===== src/rtl/pe_arbiter.sv =====
// pe_arbiter: round-robin sharing of one pipelined integer PE among NREQ requesters; grant counters enabled by PE_ARB_PERF_EN
module pe_arbiter #(
  parameter int NREQ    = 4,
  parameter int LATENCY = 6,
  parameter int DW      = 64
) (
  input  logic                       clk,
  input  logic                       rst,
  input  logic                       en,
  input  logic [NREQ-1:0]            req_valid,
  output logic [NREQ-1:0]            req_ready,
  input  logic [NREQ*DW-1:0]         req_inp1,
  input  logic [NREQ*DW-1:0]         req_inp2,
  input  logic [NREQ*2-1:0]          req_op,
  output logic [DW-1:0]              pe_inp1,
  output logic [DW-1:0]              pe_inp2,
  output logic [1:0]                 pe_op,
  output logic                       pe_valid,
  input  logic [DW-1:0]              pe_out1,
  input  logic                       pe_valid_out,
  output logic                       rsp_valid,
  output logic [DW-1:0]              rsp_data,
  output logic [$clog2(NREQ)-1:0]    rsp_id,
  output logic                       err_tag,
  output logic [NREQ*16-1:0]         perf_cnt
);
  localparam int IW = $clog2(NREQ);
  localparam int QW = $clog2(LATENCY + 1);
  logic [IW-1:0] ptr, win, idx, pe_id;
  logic          any, grant, head_valid;
  logic [IW:0]   tag [LATENCY];
  logic [QW-1:0] quiet;
  // scan offsets far-to-near so the requester closest to ptr is the last to overwrite win
  always_comb begin
    win = '0;
    any = 1'b0;
    idx = '0;
    for (int k = NREQ - 1; k >= 0; k--) begin
      idx = IW'((int'(ptr) + k) % NREQ);
      if (req_valid[idx]) begin
        win = idx;
        any = 1'b1;
      end
    end
  end
  assign grant     = rst & en & any;
  assign req_ready = grant ? NREQ'(1) << win : '0;
  // issue register: capture the winner's operation, hold operands while idle
  always_ff @(posedge clk or negedge rst) begin
    if (!rst) begin
      ptr      <= '0;
      pe_valid <= 1'b0;
      pe_inp1  <= '0;
      pe_inp2  <= '0;
      pe_op    <= '0;
      pe_id    <= '0;
    end else begin
      pe_valid <= grant;
      if (grant) begin
        ptr     <= (int'(win) == NREQ - 1) ? '0 : win + 1'b1;
        pe_inp1 <= req_inp1[win*DW +: DW];
        pe_inp2 <= req_inp2[win*DW +: DW];
        pe_op   <= req_op[win*2 +: 2];
        pe_id   <= win;
      end
    end
  end
  // tag pipe follows pe_valid so its head lines up with the PE result
  always_ff @(posedge clk or negedge rst) begin
    if (!rst) begin
      for (int k = 0; k < LATENCY; k++) tag[k] <= '0;
    end else begin
      tag[0] <= {pe_valid, pe_id};
      for (int k = 1; k < LATENCY; k++) tag[k] <= tag[k-1];
    end
  end
  assign head_valid = tag[LATENCY-1][IW];
  // sticky mismatch flag, muted while results of ops issued before reset may still drain
  always_ff @(posedge clk or negedge rst) begin
    if (!rst) begin
      quiet   <= QW'(LATENCY);
      err_tag <= 1'b0;
    end else begin
      if (quiet != '0) quiet <= quiet - 1'b1;
      if (quiet == '0 && pe_valid_out != head_valid) err_tag <= 1'b1;
    end
  end
  assign rsp_valid = rst & pe_valid_out & head_valid;
  assign rsp_data  = pe_out1;
  assign rsp_id    = tag[LATENCY-1][IW-1:0];
`ifdef PE_ARB_PERF_EN
  for (genvar g = 0; g < NREQ; g++) begin : g_perf
    logic [15:0] cnt;
    // saturating count of grants to requester g
    always_ff @(posedge clk or negedge rst) begin
      if (!rst) cnt <= '0;
      else if (grant && win == IW'(g) && cnt != 16'hFFFF) cnt <= cnt + 1'b1;
    end
    assign perf_cnt[g*16 +: 16] = cnt;
  end
`else
  assign perf_cnt = '0;
`endif
endmodule

===== config.mk =====
export PLATFORM = sky130hd
export DESIGN_NAME = pe_arbiter
export DESIGN_NICKNAME = d
export VERILOG_FILES = /design/src/rtl/pe_arbiter.sv
export SDC_FILE = /design/constraint.sdc
export NUM_CORES = 1
export LEC_CHECK = 0
export BUFFER_PORTS_ARGS = -buffer_cell sky130_fd_sc_hd__buf_4
export CAP_MARGIN = 20
export CORE_AREA = 2 2 337 339
export DETAILED_ROUTE_END_ITERATION = 8
export DIE_AREA = 0 0 339 341
export PLACE_DENSITY = 0.32
export SETUP_SLACK_MARGIN = 0.2
export SLEW_MARGIN = 20
export SYNTH_ARGS = -nofsm -noshare
export SYNTH_HDL_FRONTEND = slang
export SYNTH_SLANG_ARGS = --single-unit

===== constraint.sdc =====
create_clock -name clk -period 2.1 [get_ports clk]
set_input_delay 0.315 -clock clk [delete_from_list [all_inputs] [get_ports clk]]
set_output_delay 0.315 -clock clk [all_outputs]
set_load 0.02 [all_outputs]

==> out/metrics.json, run 1 <==
{
  "leakage_nw": 9.42,
  "post-dp-hpwl_um": 48700,
  "max_clock_freq_mhz": 462,
  "synth_top_cell_by_area": "sky130_fd_sc_hd__dfrtp_1",
  "timing_max_transition_violations_final": 0,
  "placementRows": 123,
  "total_congestion_overflow_after_global_routing": 0,
  "cts-root-to-sink-buffers": 2,
  "synth_top_family_by_area": "multiplexers",
  "layout.nets": 2269,
  "basic_gate_share_of_the_synthesized_area_counting_and_or_nand_and_nor_cells": 0.0553,
  "clk_pin_slew_ps": 80,
  "antenna_violating_nets_left": 0,
  "final.setup.worst_slack_ps": -63.4,
  "clock_skew_ps": 9.90,
  "cp_num_buf_inv": 7,
  "timing.critical_path.mode_cell": "sky130_fd_sc_hd__buf_12",
  "worst_pin_slew_ps": 751,
  "die_boundary_width_um": 339,
  "timing.slew.headroom": 0.499,
  "vias_in_the_first_global_route": 11201,
  "power.share.combinational": 0.618,
  "layout_min_cycle_time_ps": 2160,
  "outcome": "finished with violations",
  "grt_usage": 0.102,
  "mostFrequentLayoutCell": "sky130_fd_sc_hd__buf_4",
  "critPathRequiredTime_ps": 2480,
  "clk_sinks": 157,
  "cts_buffers": 17,
  "netSwitchingFraction": 0.397,
  "p_int_mw": 13.1,
  "drt-wirelength-per-cell_um": 20.7,
  "layout.area.seq_mm2": 0.00393,
  "fin_area_mm2": 0.0218,
  "p_per_area_mw_per_mm2": 997,
  "finalHoldViolations": 0,
  "route.vias.total": 10439,
  "tritoncts": "built",
  "worst_hold_path_endpoint": "pe_inp1[42]",
  "first_pass_grt_wire_length_um": 84000,
  "number_of_unique_standard_cell_types_used_by_synthesis": 35,
  "layout-drive-gt1-share": 0.722,
  "route.detailed.vias_per_inst": 3.27,
  "power_mw": 21.7,
  "crit_path_start_kind": "flop",
  "layout.cells.most_common_list": "727 x sky130_fd_sc_hd__buf_4, 154 x sky130_fd_sc_hd__dfrtp_1, 134 x sky130_fd_sc_hd__nand2_1",
  "rr_startpoint": "ptr[0]",
  "flow.area_growth_from_synthesis_pct": 102,
  "filler_cell_count": 12234,
  "seq_area_frac_synth": 0.365,
  "setup.worst_path.class": "reg2reg",
  "critPathArrivalTime_ps": 2540,
  "cts-root-buf": "sky130_fd_sc_hd__clkbuf_16",
  "yosysTopAreaCellShare": 0.360,
  "p_sw_mw": 8.61,
  "synth.ff_latch_count": 157,
  "power_frac_seq": 0.214,
  "timing.critical_path.slowest_cell_delay_ps": 420,
  "clock_latency_reported_for_the_late_side_of_the_worst_skew_pair_ps": 510,
  "timing.hold.worst.class": "in2reg",
  "grt_setup_unrepaired": "yes",
  "crit_path_max_fanout": 6,
  "synth_cells": 922,
  "synth-async-reset-ratio": 1.00,
  "h-tree-depth": 4,
  "worst_path_dominant_cell_family": "buffers and inverters",
  "synth_adder_area_share": 0.00232,
  "violations": "setup timing",
  "final-setup-viol-count": 7,
  "grt_start_max_net_pins": 95,
  "average_cell_area_after_synthesis_um2": 11.7,
  "post-route-drc-count": 0,
  "final.period_utilization": 1.03,
  "ys_warn_count": 0,
  "worst-r2r-setup-slack_ps": -60,
  "min_delay_path_depth": 3,
  "peakVddDrop_uv": 543,
  "detail_route.iter0.violations": 337,
  "final.setup.tns_ps": -123,
  "drv_cap": 0,
  "ys.flop_type": "sky130_fd_sc_hd__dfrtp_1",
  "synth-edff-count": 0,
  "routability_driven_placement_congestion_ratio": 0.862,
  "synthXorXnorAreaFrac": 0.00244,
  "port_buffers": 666,
  "worstReg2RegEnd": "pe_inp2[2]",
  "io-pin-count": 859,
  "synth_compound_gate_area_share": 0.174,
  "floorplan.core_area_mm2": 0.112,
  "synthesis.area_mm2": 0.0108,
  "multi_input_area_mm2": 0.00732,
  "crit_chain": "inv_2 > a21boi_2 > o211ai_4 > buf_12 > buf_12 > buf_12 > buf_4 > buf_6 > mux2i_4 > buf_6 > o221ai_2",
  "timing.critical_path.slowest_stage_cell": "sky130_fd_sc_hd__dfrtp_1",
  "post_synth_mux_area_share": 0.243,
  "effective_utilization_at_floorplan": 0.0963,
  "floorplan.die.height_um": 341,
  "detailed_place.area_mm2": 0.0174,
  "postRouteWirelength_um": 65900,
  "drt_first_pass_iters": 4,
  "worst_hold_startpoint": "req_inp1[42]",
  "power_frac_clock": 0.167,
  "cp-end-kind": "flop",
  "synth_area_leaders": "sky130_fd_sc_hd__dfrtp_1 36%, sky130_fd_sc_hd__mux2i_1 24%, sky130_fd_sc_hd__o221ai_2 14%, sky130_fd_sc_hd__buf_4 9.1%, sky130_fd_sc_hd__nand2_1 4.7%",
  "number_of_antenna_violations_at_the_first_check_in_global_routing": 11,
  "worstRegToRegCells": 11,
  "die_area_mm2": 0.116
}
[Yosys cell counts, types with 3 or more instances]
cell type,count
sky130_fd_sc_hd__a21oi_1,3
sky130_fd_sc_hd__and3_1,3
sky130_fd_sc_hd__buf_2,23
sky130_fd_sc_hd__buf_4,130
sky130_fd_sc_hd__buf_6,37
sky130_fd_sc_hd__buf_8,11
sky130_fd_sc_hd__dfrtp_1,155
sky130_fd_sc_hd__inv_1,3
sky130_fd_sc_hd__mux2i_1,261
sky130_fd_sc_hd__nand2_1,134
sky130_fd_sc_hd__o21ai_1,3
sky130_fd_sc_hd__o221ai_1,30
sky130_fd_sc_hd__o221ai_2,100
[state kept, by name (all words and copies together), names as in the netlist]
name	flops
head_valid	1
pe_id	2
ptr	2
pe_inp1	64
pe_valid	1
tag	15
pe_op	2
pe_inp2	64
quiet	3
err_tag	1
rsp_id	2
[worst max path at each step]
stage                       from            to  slack, ps  cells past startpoint
floorplan           req_valid[2]  req_ready[1]        330                      6
global placement    req_valid[1]    pe_inp2[4]       -250                      9
detailed placement  req_valid[1]    pe_inp2[4]       -230                      9
CTS                       ptr[0]  req_ready[1]       -130                      7
global route              ptr[0]  req_ready[3]       -110                      6
finish                    ptr[0]    pe_inp2[2]        -60                     11
[final cells by class]
type,count,share of cell area
inverter,4,0.000689
timing repair buffer,874,0.368
sequential,157,0.181
tap,1500,0.0862
clock inverter,15,0.00913
antenna,3,0.000345
clock buffer,17,0.0195
multi-input combinational,621,0.336
[power groups by stage]
stage / clock (mW) / combinational, mW / sequential [mW]
floorplan: 0 / 4.31 / 5.68
global placement: 0 / 9.33 / 4.70
detailed placement: 0 / 9.35 / 4.71
CTS: 3.83 / 10.2 / 4.67
global route: 3.94 / 14.2 / 4.78
finish: 3.63 / 13.4 / 4.65
[kinds of logic after synthesis]
| group | after synthesis |
|---|---|
| xor+xnor | 3 |
| mux | 262 |
| flops | 157 |
| compound gates | 142 |
| buf+inv | 207 |
| simple gates | 148 |
| other cells | 1 |
| fa+ha+maj | 2 |
[per-stage QoR]
step / setup WS [ps] / util / instances / hold slack [ps]
floorplan: 329 / - / 985 / 19.4
global placement: -247 / 0.155 / 3063 / 334
detailed placement: -233 / 0.155 / 3063 / 335
CTS: -126 / 0.166 / 3110 / 63.3
global route: -111 / 0.195 / 3190 / 59.9
finish: -63.4 / 0.195 / 3191 / 101
[metal layers]
layer / wire length, µm / global-route usage
met5: 34 / 0.000408
met4: 1640 / 0.0365
met3: 5460 / 0.0413
met2: 33600 / 0.177
met1: 25200 / 0.111
[timing repair]
item | 4_1_cts | 5_1_grt
pin swaps | 6 | 66
gates cloned | 2 | 24
resized for setup | 92 | 407
hold buffers | 1 | 0
setup buffers | 12 | 54
endpoints found under the hold margin | 116 | 0
setup endpoints to repair | 133 | 135
[worst reg2reg max path: stages (launching register included)]
cell and delay, ps:
sky130_fd_sc_hd__dfrtp_1 420, sky130_fd_sc_hd__inv_2 90, sky130_fd_sc_hd__a21boi_2 60, sky130_fd_sc_hd__o211ai_4 260
sky130_fd_sc_hd__buf_12 160, sky130_fd_sc_hd__buf_12 130, sky130_fd_sc_hd__buf_12 160, sky130_fd_sc_hd__buf_4 140
sky130_fd_sc_hd__buf_6 120, sky130_fd_sc_hd__mux2i_4 290, sky130_fd_sc_hd__buf_6 140, sky130_fd_sc_hd__o221ai_2 80
(Power assumes the default switching activity.)
==> inputs of run 2 (changes only) <==
==> constraint.sdc (replaced) <==
create_clock -name clk -period 2.1 [get_ports clk]
set_input_delay 0.315 -clock clk [delete_from_list [all_inputs] [get_ports clk]]
set_output_delay 0.315 -clock clk [all_outputs]
set_load 0.05 [all_outputs]
==> run 2 against run 1 <==
  * The run still ends with setup timing left
  * First-iteration DRC count is 33% lower
  * Largest cell class unchanged
  * Fmax fell by 1.3%
  * Final cell count down 1.3%
  * Combinational power grew 17%
  * Clock skew is 3.5 ps higher
  * Worst hold slack worse by 71 ps
  * Non-clock buffer count is 38 lower
  * Count of clock-buffer cells in the layout grew 1
==> out/metrics.json, run 2 (same netlist as run 1, synthesis figures left out) <==
{
  "outcome": "finished with violations",
  "violations": "setup timing",
  "total_congestion_overflow_after_global_routing": 0,
  "cp_num_buf_inv": 4,
  "detailed_place.area_mm2": 0.0172,
  "port_buffers": 666,
  "detail_route.iter0.violations": 225,
  "layout-drive-gt1-share": 0.714,
  "crit_path_max_fanout": 7,
  "leakage_nw": 9.17,
  "timing_max_transition_violations_final": 0,
  "peakVddDrop_uv": 456,
  "clock_skew_ps": 13.4,
  "clk_sinks": 157,
  "mostFrequentLayoutCell": "sky130_fd_sc_hd__buf_4",
  "effective_utilization_at_floorplan": 0.0963,
  "tritoncts": "built",
  "cp-end-kind": "output port",
  "cts-root-to-sink-buffers": 2,
  "final.setup.worst_slack_ps": -90.9,
  "flow.area_growth_from_synthesis_pct": 98.8,
  "crit_chain": "inv_2 > a21boi_2 > o211ai_4 > buf_12 > buf_8 > and3_4 > buf_8",
  "drt-wirelength-per-cell_um": 17.9,
  "route.vias.total": 10046,
  "setup.worst_path.class": "reg2out",
  "power_mw": 23.8,
  "fin_cells": 3149,
  "h-tree-depth": 4,
  "placementRows": 123,
  "clock_latency_reported_for_the_late_side_of_the_worst_skew_pair_ps": 500,
  "worst_pin_slew_ps": 633,
  "floorplan.die.height_um": 341,
  "timing.critical_path.slowest_stage_cell": "sky130_fd_sc_hd__dfrtp_1",
  "cts-root-buf": "sky130_fd_sc_hd__clkbuf_16",
  "crit_path_start_kind": "flop",
  "final-setup-viol-count": 44,
  "largest_regs": "pe_inp1 x64, pe_inp2 x64, tag x15",
  "routability_driven_placement_congestion_ratio": 0.855,
  "fin_area_mm2": 0.0214,
  "postRouteWirelength_um": 56200,
  "worstRegToRegCells": 12,
  "grt_start_max_net_pins": 88,
  "layout.nets": 2231,
  "worstSetupPathDepth": 7,
  "place.detailed.instances": 3043,
  "timing.critical_path.slowest_cell_delay_ps": 430,
  "drv_cap": 0,
  "layout.cells.most_common_list": "709 x sky130_fd_sc_hd__buf_4, 154 x sky130_fd_sc_hd__dfrtp_1, 134 x sky130_fd_sc_hd__nand2_1",
  "die_boundary_width_um": 339,
  "io-pin-count": 859,
  "clk_pin_slew_ps": 70,
  "critPathArrivalTime_ps": 1880,
  "post-dp-hpwl_um": 41500,
  "finalHoldViolations": 0,
  "grt_usage": 0.0951,
  "timing.slew.headroom": 0.578,
  "grt_setup_unrepaired": "yes",
  "number_of_antenna_violations_at_the_first_check_in_global_routing": 2,
  "final.setup.tns_ps": -1260,
  "timing.critical_path.mode_cell": "sky130_fd_sc_hd__buf_8",
  "first_pass_grt_wire_length_um": 79500,
  "vias_in_the_first_global_route": 11398,
  "cts_buffers": 17,
  "layout_min_cycle_time_ps": 2190,
  "p_per_area_mw_per_mm2": 1110,
  "die_area_mm2": 0.116,
  "antenna_violating_nets_left": 0,
  "route.detailed.vias_per_inst": 3.19,
  "final.period_utilization": 1.04,
  "max_clock_freq_mhz": 456,
  "post-route-drc-count": 0,
  "dp_worst_setup_slack_ps": -144,
  "timing.hold.worst.class": "in2async",
  "antenna_cells_inserted": 0,
  "floorplan.core_area_mm2": 0.112,
  "worst_path_dominant_cell_family": "buffers and inverters",
  "drt_first_pass_iters": 5,
  "critPathRequiredTime_ps": 1780
}
==> run 2: what timing repair did <==
item,in CTS,in global routing
gates cloned,18,0
resized for setup,317,174
setup endpoints to repair,134,133
hold buffers,1,0
endpoints found under the hold margin,25,0
pin swaps,44,40
buffers inserted,48,8
==> run 2: metrics by stage <==
stage | utilization | hold slack [ps]
2_1_floorplan | - | 19.4
3_3_place_gp | 0.153 | 328
3_5_place_dp | 0.153 | 326
4_1_cts | 0.181 | 42.7
5_1_grt | 0.191 | 54.7
6_report | 0.191 | 29.9
==> run 2: layout make-up <==
| class | count | area, µm² |
|---|---|---|
| fillers | 12242 | 90500 |
| repair buffers | 836 | 7660 |
| multi-input cells | 621 | 7330 |
| flip-flops and latches | 157 | 3930 |
| well taps | 1500 | 1880 |
| clock buffers | 18 | 439 |
| clock inverters | 13 | 164 |
| inverters | 4 | 15.0 |
==> run 2: metal layers <==
| layer | track usage | wire length (µm) |
|---|---|---|
| met5 | 0 | 27 |
| met4 | 0.0314 | 1050 |
| met3 | 0.0323 | 3960 |
| met2 | 0.182 | 31600 |
| met1 | 0.0949 | 19500 |
==> run 2: path summary, 6_finish.rpt <==
check / slack (ps) / from / endpoint
worst max register to register: -70 / ptr[0] / pe_inp1[28]
max in group asynchronous: 710 / rst / quiet[2]
worst max-delay path: -90 / ptr[0] / req_ready[2]
worst min-delay path: 30 / rst / rsp_id[1]
worst min register to register: 350 / tag[11] / tag[8]
min in group clk: 100 / req_inp2[111] / pe_inp2[47]
==> run 2: worst reg2reg max path: cells and delay by family, from the launching register on <==
family,cells,cell delay (ps)
AOI/OAI and AO/OA,3,400
buffers and inverters,8,1040
DFF,1,420
muxes,1,180
==> run 2: report_power, final <==
group	switching (mW)	internal [mW]
Clock	1.58	1.90
Combinational	8.36	7.38
Sequential	0.607	4.02
Total	10.5	13.3
==> inputs of run 3 (changes only) <==
--- a/config.mk
+++ b/config.mk
@@ -11,8 +11,10 @@
 export DETAILED_ROUTE_END_ITERATION = 8
 export DIE_AREA = 0 0 339 341
 export PLACE_DENSITY = 0.32
+export REMOVE_ABC_BUFFERS = 1
 export SETUP_SLACK_MARGIN = 0.2
 export SLEW_MARGIN = 20
 export SYNTH_ARGS = -nofsm -noshare
 export SYNTH_HDL_FRONTEND = slang
 export SYNTH_SLANG_ARGS = --single-unit
+export TNS_END_PERCENT = 5
==> run 3 against run 2 <==
  * The flow still finishes with violations (setup timing)
  * Register-to-register slack improved by 110 ps
  * Global-route usage increased by 0.64 points
  * Final cell count is 1.6% lower
  * Worst hold slack better by 87 ps
  * Sequential share of layout area rose by 1.6 points
  * Die area did not move
  * Total power shrank 10%
  * Critical path depth fell by 2
  * Largest power group unchanged
==> out/metrics.json, run 3 (same netlist as run 1, synthesis figures left out) <==
{
  "outcome": "finished with violations",
  "violations": "setup timing",
  "floorplan.core_area_mm2": 0.112,
  "layout.cells.most_common_list": "725 x sky130_fd_sc_hd__buf_4, 154 x sky130_fd_sc_hd__dfrtp_1, 134 x sky130_fd_sc_hd__nand2_1",
  "layout-drive-gt1-share": 0.683,
  "largest_regs": "pe_inp1 x64, pe_inp2 x64, tag x15",
  "io-pin-count": 859,
  "worst_pin_slew_ps": 866,
  "detail_route.iter0.violations": 335,
  "mostFrequentLayoutCell": "sky130_fd_sc_hd__buf_4",
  "clk_sinks": 157,
  "timing.slew.headroom": 0.422,
  "drv_cap": 0,
  "drt_first_pass_iters": 4,
  "rr_startpoint": "ptr[1]",
  "effective_utilization_at_floorplan": 0.0963,
  "cp-end-kind": "output port",
  "worstRegToRegCells": 8,
  "h-tree-depth": 4,
  "antenna_cells_inserted": 0,
  "timing.hold.worst.class": "in2reg",
  "first_pass_grt_wire_length_um": 83100,
  "leakage_nw": 8.64,
  "die_area_mm2": 0.116,
  "drt-wirelength-per-cell_um": 19.6,
  "finalHoldViolations": 0,
  "final.setup.worst_slack_ps": -11.5,
  "setup.worst_path.class": "reg2out",
  "vias_in_the_first_global_route": 11121,
  "timing_max_transition_violations_final": 0,
  "multi_input_area_mm2": 0.00678,
  "clock_latency_reported_for_the_late_side_of_the_worst_skew_pair_ps": 500,
  "worst_hold_path_endpoint": "pe_inp1[5]",
  "final-setup-viol-count": 2,
  "number_of_antenna_violations_at_the_first_check_in_global_routing": 0,
  "tritoncts": "built",
  "total_congestion_overflow_after_global_routing": 0,
  "die_boundary_width_um": 339,
  "min_delay_path_depth": 3,
  "route.vias.total": 10080,
  "floorplan.die.height_um": 341,
  "flow.area_growth_from_synthesis_pct": 83.1,
  "antenna_violating_nets_left": 0,
  "peakVddDrop_uv": 453,
  "worst_hold_startpoint": "req_inp1[69]",
  "layout_min_cycle_time_ps": 2110,
  "filler_cell_count": 12428,
  "clock_skew_ps": 8.56,
  "cts_buffers": 17,
  "grt_start_max_net_pins": 86,
  "grt_setup_unrepaired": "yes",
  "crit_path_start_kind": "flop",
  "post-dp-hpwl_um": 47600,
  "grt_usage": 0.101,
  "placementRows": 123,
  "max_clock_freq_mhz": 474,
  "crit_path_max_fanout": 5,
  "layout.area.seq_mm2": 0.00393,
  "cts-root-buf": "sky130_fd_sc_hd__clkbuf_16",
  "p_per_area_mw_per_mm2": 1090,
  "post-route-drc-count": 0,
  "final.period_utilization": 1.01,
  "route.detailed.vias_per_inst": 3.25,
  "cts-root-to-sink-buffers": 2,
  "routability_driven_placement_congestion_ratio": 0.850,
  "worst-r2r-setup-slack_ps": 40,
  "critPathArrivalTime_ps": 1800,
  "clk_pin_slew_ps": 70,
  "postRouteWirelength_um": 60800,
  "port_buffers": 666,
  "worst_hold_slack_ps": 117,
  "dp_worst_setup_slack_ps": -133,
  "worstReg2RegEnd": "pe_inp1[17]",
  "layout.nets": 2180,
  "critPathRequiredTime_ps": 1780
}
-- run 3: cell count changes in the layout (fill, tap and decap cells not counted), sizes merged --
cell / delta
clkinv: -3
inv: +1
buf: -55
clkinvlp: +4
bufinv: -1
clkbuf: +3
-- run 3: how the worst max path moves through the flow --
stage | start | endpoint | slack (ps) | depth (start not counted)
floorplan | req_valid[1] | req_ready[1] | -11510 | 4
global placement | req_valid[1] | pe_inp2[24] | -130 | 8
detailed placement | req_valid[1] | pe_inp2[24] | -130 | 8
CTS | ptr[0] | req_ready[3] | -110 | 6
global route | ptr[0] | req_ready[0] | -120 | 6
finish | ptr[1] | req_ready[0] | -10 | 5
-- run 3: routing by layer --
metal  track usage  wire (µm)  vias up  share of wire
li1              -          -     4564              -
met1         0.106      22300     4833           0.37
met2         0.167      29200      630           0.48
met3        0.0613       7750       47           0.13
met4        0.0295       1070        6          0.018
met5        0.0347        498        -         0.0082
-- run 3: final cells by class --
| cell class | instances | share of cell area |
|---|---|---|
| Sequential cell | 157 | 0.199 |
| Timing Repair Buffer | 785 | 0.331 |
| Multi-Input combinational cell | 621 | 0.344 |
| Clock buffer | 17 | 0.0216 |
| Clock inverter | 14 | 0.00812 |
| Inverter | 4 | 0.000761 |
| Tap cell | 1500 | 0.0951 |
-- run 3: per-stage QoR --
step                       util  std cells  power, mW  setup TNS [ps]  area, µm²
after floorplan               -        782       10.3        -1313640       9330
after global placement    0.154       3045       16.0           -1050      17200
after detailed placement  0.154       3045       16.0            -982      17200
after CTS                 0.169       3088       20.9            -352      18900
after global routing      0.176       3098       22.6            -767      19700
final                     0.176       3098       21.4           -14.1      19700
-- run 3: where the power goes --
part           leakage (nW)  internal (mW)  switching (mW)
clock network         0.267           1.76            1.66
logic                  6.43           5.62            7.73
registers              1.94           4.02           0.634
total                  8.64           11.4            10.0
-- run 3: repair_timing --
item | 4_1_cts | 5_1_grt
pin swaps | 17 | 28
gates resized for setup | 205 | 120
hold buffers | 1 | 0
endpoints found under the setup margin | 125 | 134
hold endpoints to repair | 108 | 0
cloned | 1 | 5
buffers inserted | 10 | 5
-- run 3: critical path, stage by stage (launching register included) --
cell	delay, ps
sky130_fd_sc_hd__dfrtp_2	450
sky130_fd_sc_hd__buf_4	150
sky130_fd_sc_hd__o211ai_4	200
sky130_fd_sc_hd__buf_12	160
sky130_fd_sc_hd__and3_4	190
sky130_fd_sc_hd__buf_12	140
